==> config.mk <==
export PLATFORM = sky130hd
export DESIGN_NAME = uart_tx
export DESIGN_NICKNAME = d
export VERILOG_FILES = /design/src/rtl/uart_tx.sv
export SDC_FILE = /design/constraint.sdc
export NUM_CORES = 1
export LEC_CHECK = 0
export BUFFER_PORTS_ARGS = -buffer_cell sky130_fd_sc_hd__buf_4
export CAP_MARGIN = 20
export CELL_PAD_IN_SITES_DETAIL_PLACEMENT = 0
export CELL_PAD_IN_SITES_GLOBAL_PLACEMENT = 1
export CORE_UTILIZATION = 45
export CTS_CLUSTER_SIZE = 8
export DETAILED_ROUTE_END_ITERATION = 8
export GPL_TIMING_DRIVEN = 1
export PLACE_DENSITY = 0.77
export SLEW_MARGIN = 10
export SYNTH_ARGS = -nofsm -noshare
export SYNTH_HDL_FRONTEND = slang
export SYNTH_SLANG_ARGS = --single-unit
==> constraint.sdc <==
create_clock -name clk -period 2.1 [get_ports clk]
set_clock_uncertainty 0.15 [all_clocks]
set_input_delay 0.21 -clock clk [delete_from_list [all_inputs] [get_ports clk]]
set_output_delay 0.21 -clock clk [all_outputs]
set_load 0.03 [all_outputs]
==> src/rtl/uart_tx.sv <==
// 8-bit UART transmitter: start bit, 8 data bits LSB first, optional parity, one stop bit.
// Bit timing comes from a cycle counter in the clk domain; all outputs are registered.
module uart_tx #(
    parameter int clk_freq    = 1000000,
    parameter int baud_rate   = 9600,
    parameter int parity_mode = 0
) (
    input  logic       clk,
    input  logic       rst,
    input  logic       newd,
    input  logic [7:0] txdata,
    output logic       tx,
    output logic       ready,
    output logic       donetx
);

    localparam int CLK_COUNT = clk_freq / baud_rate;
    localparam int CW        = (CLK_COUNT < 2) ? 1 : $clog2(CLK_COUNT);
    localparam logic [CW-1:0] LAST = CW'(CLK_COUNT - 1);
    localparam logic ODD_PARITY    = (parity_mode == 2);

    generate
        if (CLK_COUNT < 2) begin : g_bad_rate
            $error("uart_tx: clk_freq/baud_rate must be at least 2");
        end
        if (parity_mode < 0 || parity_mode > 2) begin : g_bad_parity
            $error("uart_tx: parity_mode must be 0, 1 or 2");
        end
    endgenerate

    typedef enum logic [2:0] {
        IDLE   = 3'd0,
        START  = 3'd1,
        DATA   = 3'd2,
        PARITY = 3'd3,
        STOP   = 3'd4
    } state_t;

    state_t        state_q, state_d;
    logic [CW-1:0] cnt_q, cnt_d;
    logic [2:0]    bit_idx_q, bit_idx_d;
    logic [7:0]    shift_q, shift_d;
    logic          tx_q, tx_d;
    logic          ready_q, ready_d;
    logic          done_q, done_d;

    logic bit_end;
    logic parity_bit;

    assign bit_end    = (cnt_q == LAST);
    assign parity_bit = (^shift_q) ^ ODD_PARITY;

    always_comb begin
        state_d   = state_q;
        cnt_d     = bit_end ? '0 : cnt_q + 1'b1;
        bit_idx_d = bit_idx_q;
        shift_d   = shift_q;
        tx_d      = tx_q;

        case (state_q)
            IDLE: begin
                cnt_d     = '0;
                bit_idx_d = 3'd0;
                tx_d      = 1'b1;
                if (newd) begin
                    state_d = START;
                    shift_d = txdata;
                    tx_d    = 1'b0;
                end
            end
            START: begin
                if (bit_end) begin
                    state_d   = DATA;
                    bit_idx_d = 3'd0;
                    tx_d      = shift_q[0];
                end
            end
            DATA: begin
                if (bit_end) begin
                    // Index wraps 7 -> 0 on the way out of DATA
                    bit_idx_d = bit_idx_q + 3'd1;
                    if (bit_idx_q == 3'd7) begin
                        if (parity_mode != 0) begin
                            state_d = PARITY;
                            tx_d    = parity_bit;
                        end else begin
                            state_d = STOP;
                            tx_d    = 1'b1;
                        end
                    end else begin
                        tx_d = shift_q[bit_idx_q + 3'd1];
                    end
                end
            end
            PARITY: begin
                if (bit_end) begin
                    state_d = STOP;
                    tx_d    = 1'b1;
                end
            end
            STOP: begin
                if (bit_end) begin
                    state_d = IDLE;
                    tx_d    = 1'b1;
                end
            end
            default: begin
                state_d = IDLE;
                cnt_d   = '0;
                tx_d    = 1'b1;
            end
        endcase

        // Outputs are registered, so decode them from the next state
        ready_d = (state_d == IDLE);
        done_d  = (state_d == STOP) && (cnt_d == LAST);
    end

    always_ff @(posedge clk or negedge rst) begin
        if (!rst) begin
            state_q   <= IDLE;
            cnt_q     <= '0;
            bit_idx_q <= 3'd0;
            shift_q   <= 8'd0;
            tx_q      <= 1'b1;
            ready_q   <= 1'b0;
            done_q    <= 1'b0;
        end else begin
            state_q   <= state_d;
            cnt_q     <= cnt_d;
            bit_idx_q <= bit_idx_d;
            shift_q   <= shift_d;
            tx_q      <= tx_d;
            ready_q   <= ready_d;
            done_q    <= done_d;
        end
    end

    assign tx     = tx_q;
    assign ready  = ready_q;
    assign donetx = done_q;

endmodule

==> impl_metrics.py, run 1 <==
metrics = {
    "status": {
        "outcome": "finished clean",
    },
    "critical_path": {
        "cp_max_fo": 3,
        "cp.arrival_ns": 2.12,
        "cp_data_required_time_ns": 2.20,
        "end_kind": "register",
        "critical_path.startpoint_type": "register",
        "path_class": "reg2reg",
    },
    "cells_and_area": {
        "fillers": 217,
        "final_common_cell": "dfrtp_1",
        "area_growth_pct": 22.5,
        "mostFrequentLayoutCells": "dfrtp_1 (23), buf_4 (16), nor2_1 (9), mux2_2 (9), dlygate4sd3_1 (9)",
        "seqCellArea_um2": 602,
        "multiInputGateArea_um2": 553,
        "drive_gt1_share_pct": 32.5,
        "n_antenna_cell": 0,
        "nets": 135,
        "fin_area_um2": 1450,
    },
    "power_and_ir_drop": {
        "vdd_drop_max_mv": 0.554,
        "power.density_nw_per_um2": 841,
        "p_leak_nw": 0.630,
        "power.total_w": 0.00122,
    },
    "clock_network": {
        "path_clk_slew_ns": 0.13,
        "cts_buffers": 3,
        "clockRootBuffer": "clkbuf_4",
        "clock-sinks": 24,
        "cts_tree": "done",
        "clk_latency_ns": 0.30,
        "clockBufferDepth": 2,
        "cts_setup_buffers": 0,
        "cts.htree.levels": 1,
    },
    "timing": {
        "fin_crit_ns": 2.03,
        "finalSetupViolations": 0,
        "setup_slack_ns": 0.0746,
        "timing_hold_violations_final": 0,
        "fin_crit_sh_pct": 96.4,
        "relSlewSlack_pct": 71.3,
        "slew_violations": 0,
        "fmax_mhz": 494,
        "worst_pin_slew_ns": 0.430,
    },
    "floorplan": {
        "die_height_um": 53.2,
        "rows": 18,
        "die_area_um2": 2830,
        "start_util_pct": 47.7,
        "die_x_um": 53.2,
        "core_area_um2": 2480,
        "pin_count": 14,
    },
    "yosys": {
        "syn_inst": 97,
        "seq_area_frac_synth_pct": 51.0,
        "synth_cell_type_count": 35,
        "syn_area_um2": 1180,
        "synth.avg_cell_area_um2": 12.2,
        "ys_ff_latch": 24,
        "syn_nets": 111,
        "ys_warn_count": 0,
    },
    "global_route": {
        "grt.total_usage_pct": 18.2,
        "grt_pass1_vias": 798,
        "grt_overflow": 0,
        "grt_max_degree": 25,
        "grt_pass1_wl_um": 3690,
        "antenna_found_initial": 0,
    },
    "placed_design": {
        "portBuffers": 13,
        "placed_cell_area_um2": 1300,
        "place_congestion": 0.707,
        "dp_slack_ns": 0.0576,
        "dpl.hpwl_um": 1590,
    },
    "run": {
        "timing.max_cap.violations": 0,
    },
    "routing": {
        "wl_um": 2290,
        "first_pass_iters": 4,
        "wire_per_inst_um": 15.2,
        "final_antenna_net_count": 0,
        "drc": 0,
        "vias": 808,
        "avgViaCountPerCell": 5.39,
        "drt_iter0_drc": 12,
    },
    "worst_hold_path": {
        "hold_path.class": "in2reg",
    },
}
-- routing by layer --
layer,vias to the layer above,share of wire (%),wire [um],global-route usage [%]
met1,395,50,1140,26.5
met4,0,0.44,10,3.95
li1,401,-,-,-
met3,2,2.1,47,3.45
met5,-,0,0,0
met2,10,47,1090,27.7
-- flip-flops by register name, summed over array words and instances, names as in the netlist --
signal,count
donetx,1
cnt_q,7
bit_idx_q,3
shift_q,8
tx,1
state_q,3
ready,1
-- critical path: stages, from the launching register on --
cell	delay [ns]
dfrtp_1	0.44
ha_4	0.17
ha_1	0.32
mux4_2	0.30
mux2i_1	0.16
a21oi_1	0.09
o32a_1	0.33
-- logic make-up (layout without fill, tap and decap cells) --
family | Yosys count | count (layout) | share of synthesized area, %
multiplexers | 12 | 12 | 13.2
AO/OA/AOI/OAI | 14 | 14 | 10.2
adder cells (fa/ha/maj) | 3 | 3 | 3.18
flip-flops | 24 | 24 | 51.0
AND/OR/NAND/NOR | 31 | 31 | 15.0
XOR/XNOR | 5 | 5 | 3.71
buffers and inverters | 8 | 31 | 3.71
-- layout make-up --
| class | instances | share of cell area (%) |
|---|---|---|
| clock buffer | 4 | 2.51 |
| inverter | 2 | 0.519 |
| multi-input combinational | 65 | 38.2 |
| sequential | 24 | 41.6 |
| tap | 30 | 2.60 |
| timing repair buffer | 25 | 14.5 |
-- worst paths after layout --
kind	startpoint	end	slack, ns	cells past startpoint
worst max register to register	bit_idx_q[1]$_DFFE_PN0P_	tx$_DFFE_PN1P_	0.07	6
worst min-delay path	newd	tx$_DFFE_PN1P_	0.15	3
worst min register to register	cnt_q[0]$_DFF_PN0_	cnt_q[0]$_DFF_PN0_	0.36	1
min in group asynchronous	rst	state_q[1]$_DFF_PN0_	0.17	2
worst max-delay path	bit_idx_q[1]$_DFFE_PN0P_	tx$_DFFE_PN1P_	0.07	6
max in group asynchronous	rst	tx$_DFFE_PN1P_	1.35	2
-- where the power goes --
group / switching [W] / total [W] / leakage [nW] / internal, W
clock: 0.000132 / 0.000238 / 0.0210 / 0.000106
sequential: 0.000101 / 0.000674 / 0.302 / 0.000573
combinational: 0.000132 / 0.000305 / 0.307 / 0.000173
-- through the flow --
stage	setup TNS (ns)	cells	hold slack [ns]	util (%)
after global routing	-0.00352	150	0.168	58.4
after CTS	0	150	0.147	57.7
after detailed placement	0	137	-0.0250	52.6
final	0	150	0.152	58.4
after global placement	0	137	-0.0273	52.6
after floorplan	0	97	-0.236	-
-- repair_timing --
action	4_1_cts	5_1_grt
setup endpoints to repair	0	2
resized for setup	0	2
hold buffers	9	0
endpoints found under the hold margin	32	0
-- synth_stat cells --
| cell | number | area, um^2 |
|---|---|---|
| dfrtp_1 | 23 | 576 |
| nor2_1 | 9 | 33.8 |
| buf_2 | 2 | 10.0 |
| o21a_1 | 1 | 7.51 |
| or3b_1 | 1 | 8.76 |
| o32a_1 | 1 | 10.0 |
| mux2_2 | 9 | 101 |
| a211o_2 | 1 | 10.0 |
| mux2i_1 | 1 | 10.0 |
| inv_1 | 2 | 7.51 |
| o311ai_0 | 1 | 8.76 |
| o41a_1 | 1 | 11.3 |
| or2b_1 | 1 | 7.51 |
| nand2_1 | 4 | 15.0 |
| o31ai_1 | 1 | 7.51 |
| nand4b_1 | 2 | 17.5 |
| nand4_2 | 1 | 12.5 |
| ha_1 | 3 | 37.5 |
| mux4_2 | 2 | 45.0 |
| nand3_1 | 3 | 15.0 |
| nor3_1 | 5 | 25.0 |
| o41ai_1 | 1 | 8.76 |
| buf_4 | 1 | 7.51 |
| dfstp_2 | 1 | 26.3 |
| a22o_1 | 2 | 17.5 |
| clkbuf_1 | 2 | 7.51 |
| xor2_1 | 3 | 26.3 |
| and4_1 | 1 | 8.76 |
| a2111oi_2 | 1 | 15.0 |
| xnor2_1 | 2 | 17.5 |
| a21oi_1 | 3 | 15.0 |
| a31o_2 | 1 | 8.76 |
| and3_1 | 3 | 18.8 |
| nor4b_2 | 1 | 15.0 |
| buf_6 | 1 | 11.3 |
(Power assumes the default switching activity.)
==> run 2, diff against run 1 <==
--- a/config.mk
+++ b/config.mk
@@ -5,11 +5,12 @@
 export SDC_FILE = /design/constraint.sdc
 export NUM_CORES = 1
 export LEC_CHECK = 0
+export ABC_AREA = 1
 export BUFFER_PORTS_ARGS = -buffer_cell sky130_fd_sc_hd__buf_4
 export CAP_MARGIN = 20
 export CELL_PAD_IN_SITES_DETAIL_PLACEMENT = 0
 export CELL_PAD_IN_SITES_GLOBAL_PLACEMENT = 1
-export CORE_UTILIZATION = 45
+export CORE_UTILIZATION = 43
 export CTS_CLUSTER_SIZE = 8
 export DETAILED_ROUTE_END_ITERATION = 8
 export GPL_TIMING_DRIVEN = 1
==> impl_metrics.py, run 2 <==
metrics = {
    "routing": {
        "first_pass_iters": 4,
        "drt_iter0_drc": 26,
        "wl_um": 2560,
        "wire_per_inst_um": 12.8,
        "final_antenna_net_count": 0,
        "drc": 0,
        "vias": 1038,
        "avgViaCountPerCell": 5.22,
    },
    "global_route": {
        "grt_overflow": 0,
        "antenna_found_initial": 0,
        "grt_util_met2_pct": 34.3,
        "grt_max_degree": 25,
        "use_met3_pct": 2.76,
        "grtUsageMet1_pct": 23.3,
        "grt_pass1_vias": 1088,
        "grt.total_usage_pct": 19.4,
        "busiest_layer": "met2",
        "grt_pass1_wl_um": 4730,
    },
    "yosys": {
        "synth_ff_type": "dfrtp_1",
        "synth_edf_count": 0,
        "yosys.area_share.simple_pct": 30.9,
        "yosys-top-cells-count": "nand2_1 (26), dfrtp_1 (23), nand3_1 (20)",
        "ys_warn_count": 0,
        "synth-compound-area-share_pct": 5.50,
        "async_flop_share_pct": 100,
        "synth_top_area_share_pct": 45.2,
        "yosys.area_share.xor_xnor_pct": 0.688,
        "synth_most_common_cell": "nand2_1",
        "synth_top_cell_by_area": "dfrtp_1",
        "syn_nets": 156,
        "syn_area_um2": 1270,
        "synth_fa_ha_area_share_pct": 2.95,
        "synth.avg_cell_area_um2": 8.97,
        "seq_area_frac_synth_pct": 47.2,
        "synth_top_family_by_area": "simple AND/OR/NAND/NOR gates",
        "syn_inst": 142,
        "synth_top_cells_by_area": "dfrtp_1 (45%), nand3_1 (7.9%), nand2_1 (7.7%)",
        "synth_cell_type_count": 23,
        "ys_ff_latch": 24,
        "synth.area.mux_share_pct": 7.07,
    },
    "critical_path": {
        "crit_chain": "ha_1 > nand2_2 > nor2_4 > nand2_4 > a21boi_0 > inv_1 > nand2_1 > o21ai_0",
        "critical_path.startpoint_type": "register",
        "cp.depth": 8,
        "cp.arrival_ns": 1.84,
        "r2r_cells": 8,
        "crit_family": "flip-flops",
        "slowest_delay_ns": 0.44,
        "crit_path_top_delay_cell": "dfrtp_1",
        "critPathBufInv": 1,
        "cp_max_fo": 9,
        "end_kind": "register",
        "path_class": "reg2reg",
        "cp_data_required_time_ns": 2.15,
    },
    "timing": {
        "timing_hold_violations_final": 0,
        "fin_crit_ns": 1.79,
        "slew_violations": 0,
        "tns_ns": 0,
        "fmax_mhz": 558,
        "fin_crit_sh_pct": 85.4,
        "relSlewSlack_pct": 79.9,
        "finalSetupViolations": 0,
        "rsz0062_at_grt": "false",
        "setup_slack_ns": 0.307,
        "worst_pin_slew_ns": 0.302,
    },
    "floorplan": {
        "core_area_um2": 2780,
        "die_x_um": 56.4,
        "die_area_um2": 3180,
        "rows": 19,
        "die_height_um": 56.4,
        "pin_count": 14,
        "start_util_pct": 45.8,
    },
    "cells_and_area": {
        "area_growth_pct": 20.6,
        "final_cells": 199,
        "regMostFlops": "shift_q",
        "final_common_cell": "nand2_1",
        "reg.largest.list": "shift_q (8), cnt_q (7)",
        "largest_reg_flops": 8,
        "fillers": 260,
        "nets": 183,
        "mostFrequentLayoutCells": "nand2_1 (26), dfrtp_1 (23), nand3_1 (20)",
        "drive_gt1_share_pct": 27.4,
        "n_antenna_cell": 0,
    },
    "clock_network": {
        "cts_tree": "done",
        "path_clk_slew_ns": 0.13,
        "clockRootBuffer": "clkbuf_4",
        "cts_buffers": 3,
        "clk_latency_ns": 0.31,
        "cts.htree.levels": 1,
        "clockBufferDepth": 2,
        "cts_setup_buffers": 0,
        "clock-sinks": 24,
    },
    "power_and_ir_drop": {
        "vdd_drop_max_mv": 0.395,
        "p_leak_nw": 0.765,
        "power.density_nw_per_um2": 481,
    },
    "placed_design": {
        "dpl.hpwl_um": 1990,
        "dp_cells": 186,
        "portBuffers": 13,
        "place_congestion": 0.833,
        "dp_slack_ns": 0.296,
    },
    "worst_hold_path": {
        "hold_path.class": "in2async",
    },
    "status": {
        "outcome": "finished clean",
    },
    "run": {
        "timing.max_cap.violations": 0,
    },
}
-- run 2: cell count changes in the layout (fill, tap and decap cells not counted), moves of 5 or more --
cell	previous run	this run
inv_2	0	5
inv_1	2	14
nand3_1	3	20
o21ai_0	0	5
nor3_1	5	0
nand2_1	4	26
-- run 2: power by group --
part	total [W]	switching, W	leakage (nW)	internal [W]
sequential	0.000462	0	0.312	0.000462
clock	0.000240	0.000135	0.0210	0.000106
combinational	0.0000359	0.0000133	0.432	0.0000226
total	0.000739	0.000148	0.765	0.000591
-- run 2: logic make-up after synthesis --
family          count (synthesis)
compound gates                 12
xor+xnor                        1
fa+ha+maj                       3
buf+inv                        19
flops                          24
mux                             8
simple gates                   75
-- run 2: per-layer routing --
layer	wire length, um	share of wire (%)
met5	0	0
met2	1370	54
met1	1100	43
met4	44	1.7
met3	42	1.6
-- run 2: timing repair --
item	4_1_cts	5_1_grt
hold buffers	9	0
endpoints found under the hold margin	32	0
resized for setup	0	0
-- run 2: cell type report --
type	count	area [um^2]	share of cell area (%)
clock buffer	4	36.3	2.36
sequential	24	602	39.2
multi-input combinational	99	601	39.1
tap	31	38.8	2.52
timing repair buffer	22	188	12.2
inverter	19	71.3	4.64
-- run 2: worst reg2reg max path: cells and delay by family (launching register included) --
kind | cells | cell delay [ns]
buf+inv | 1 | 0.11
fa+ha+maj | 1 | 0.27
simple gates | 4 | 0.39
compound gates | 2 | 0.33
flops | 1 | 0.44
-- run 2: path summary, 6_finish.rpt --
path	startpoint	endpoint	slack, ns
worst max-delay path	cnt_q[0]$_DFF_PN0_	bit_idx_q[0]$_DFFE_PN0P_	0.31
worst min-delay path	rst	cnt_q[3]$_DFF_PN0_	0.16
worst max register to register	cnt_q[0]$_DFF_PN0_	bit_idx_q[0]$_DFFE_PN0P_	0.31
worst min register to register	bit_idx_q[2]$_DFFE_PN0P_	bit_idx_q[2]$_DFFE_PN0P_	0.36
max in group asynchronous	rst	tx$_DFFE_PN1P_	1.36
min in group clk	newd	tx$_DFFE_PN1P_	0.20
-- run 2: through the flow --
step | power (W) | hold slack (ns) | utilization [%] | instance area (um^2)
after global routing | 0.000773 | 0.170 | 55.2 | 1540
after floorplan | 0.000471 | -0.236 | - | 1270
after global placement | 0.000494 | -0.0266 | 50.7 | 1410
after detailed placement | 0.000495 | -0.0257 | 50.7 | 1410
after CTS | 0.000750 | 0.161 | 55.2 | 1540
final | 0.000739 | 0.161 | 55.2 | 1540
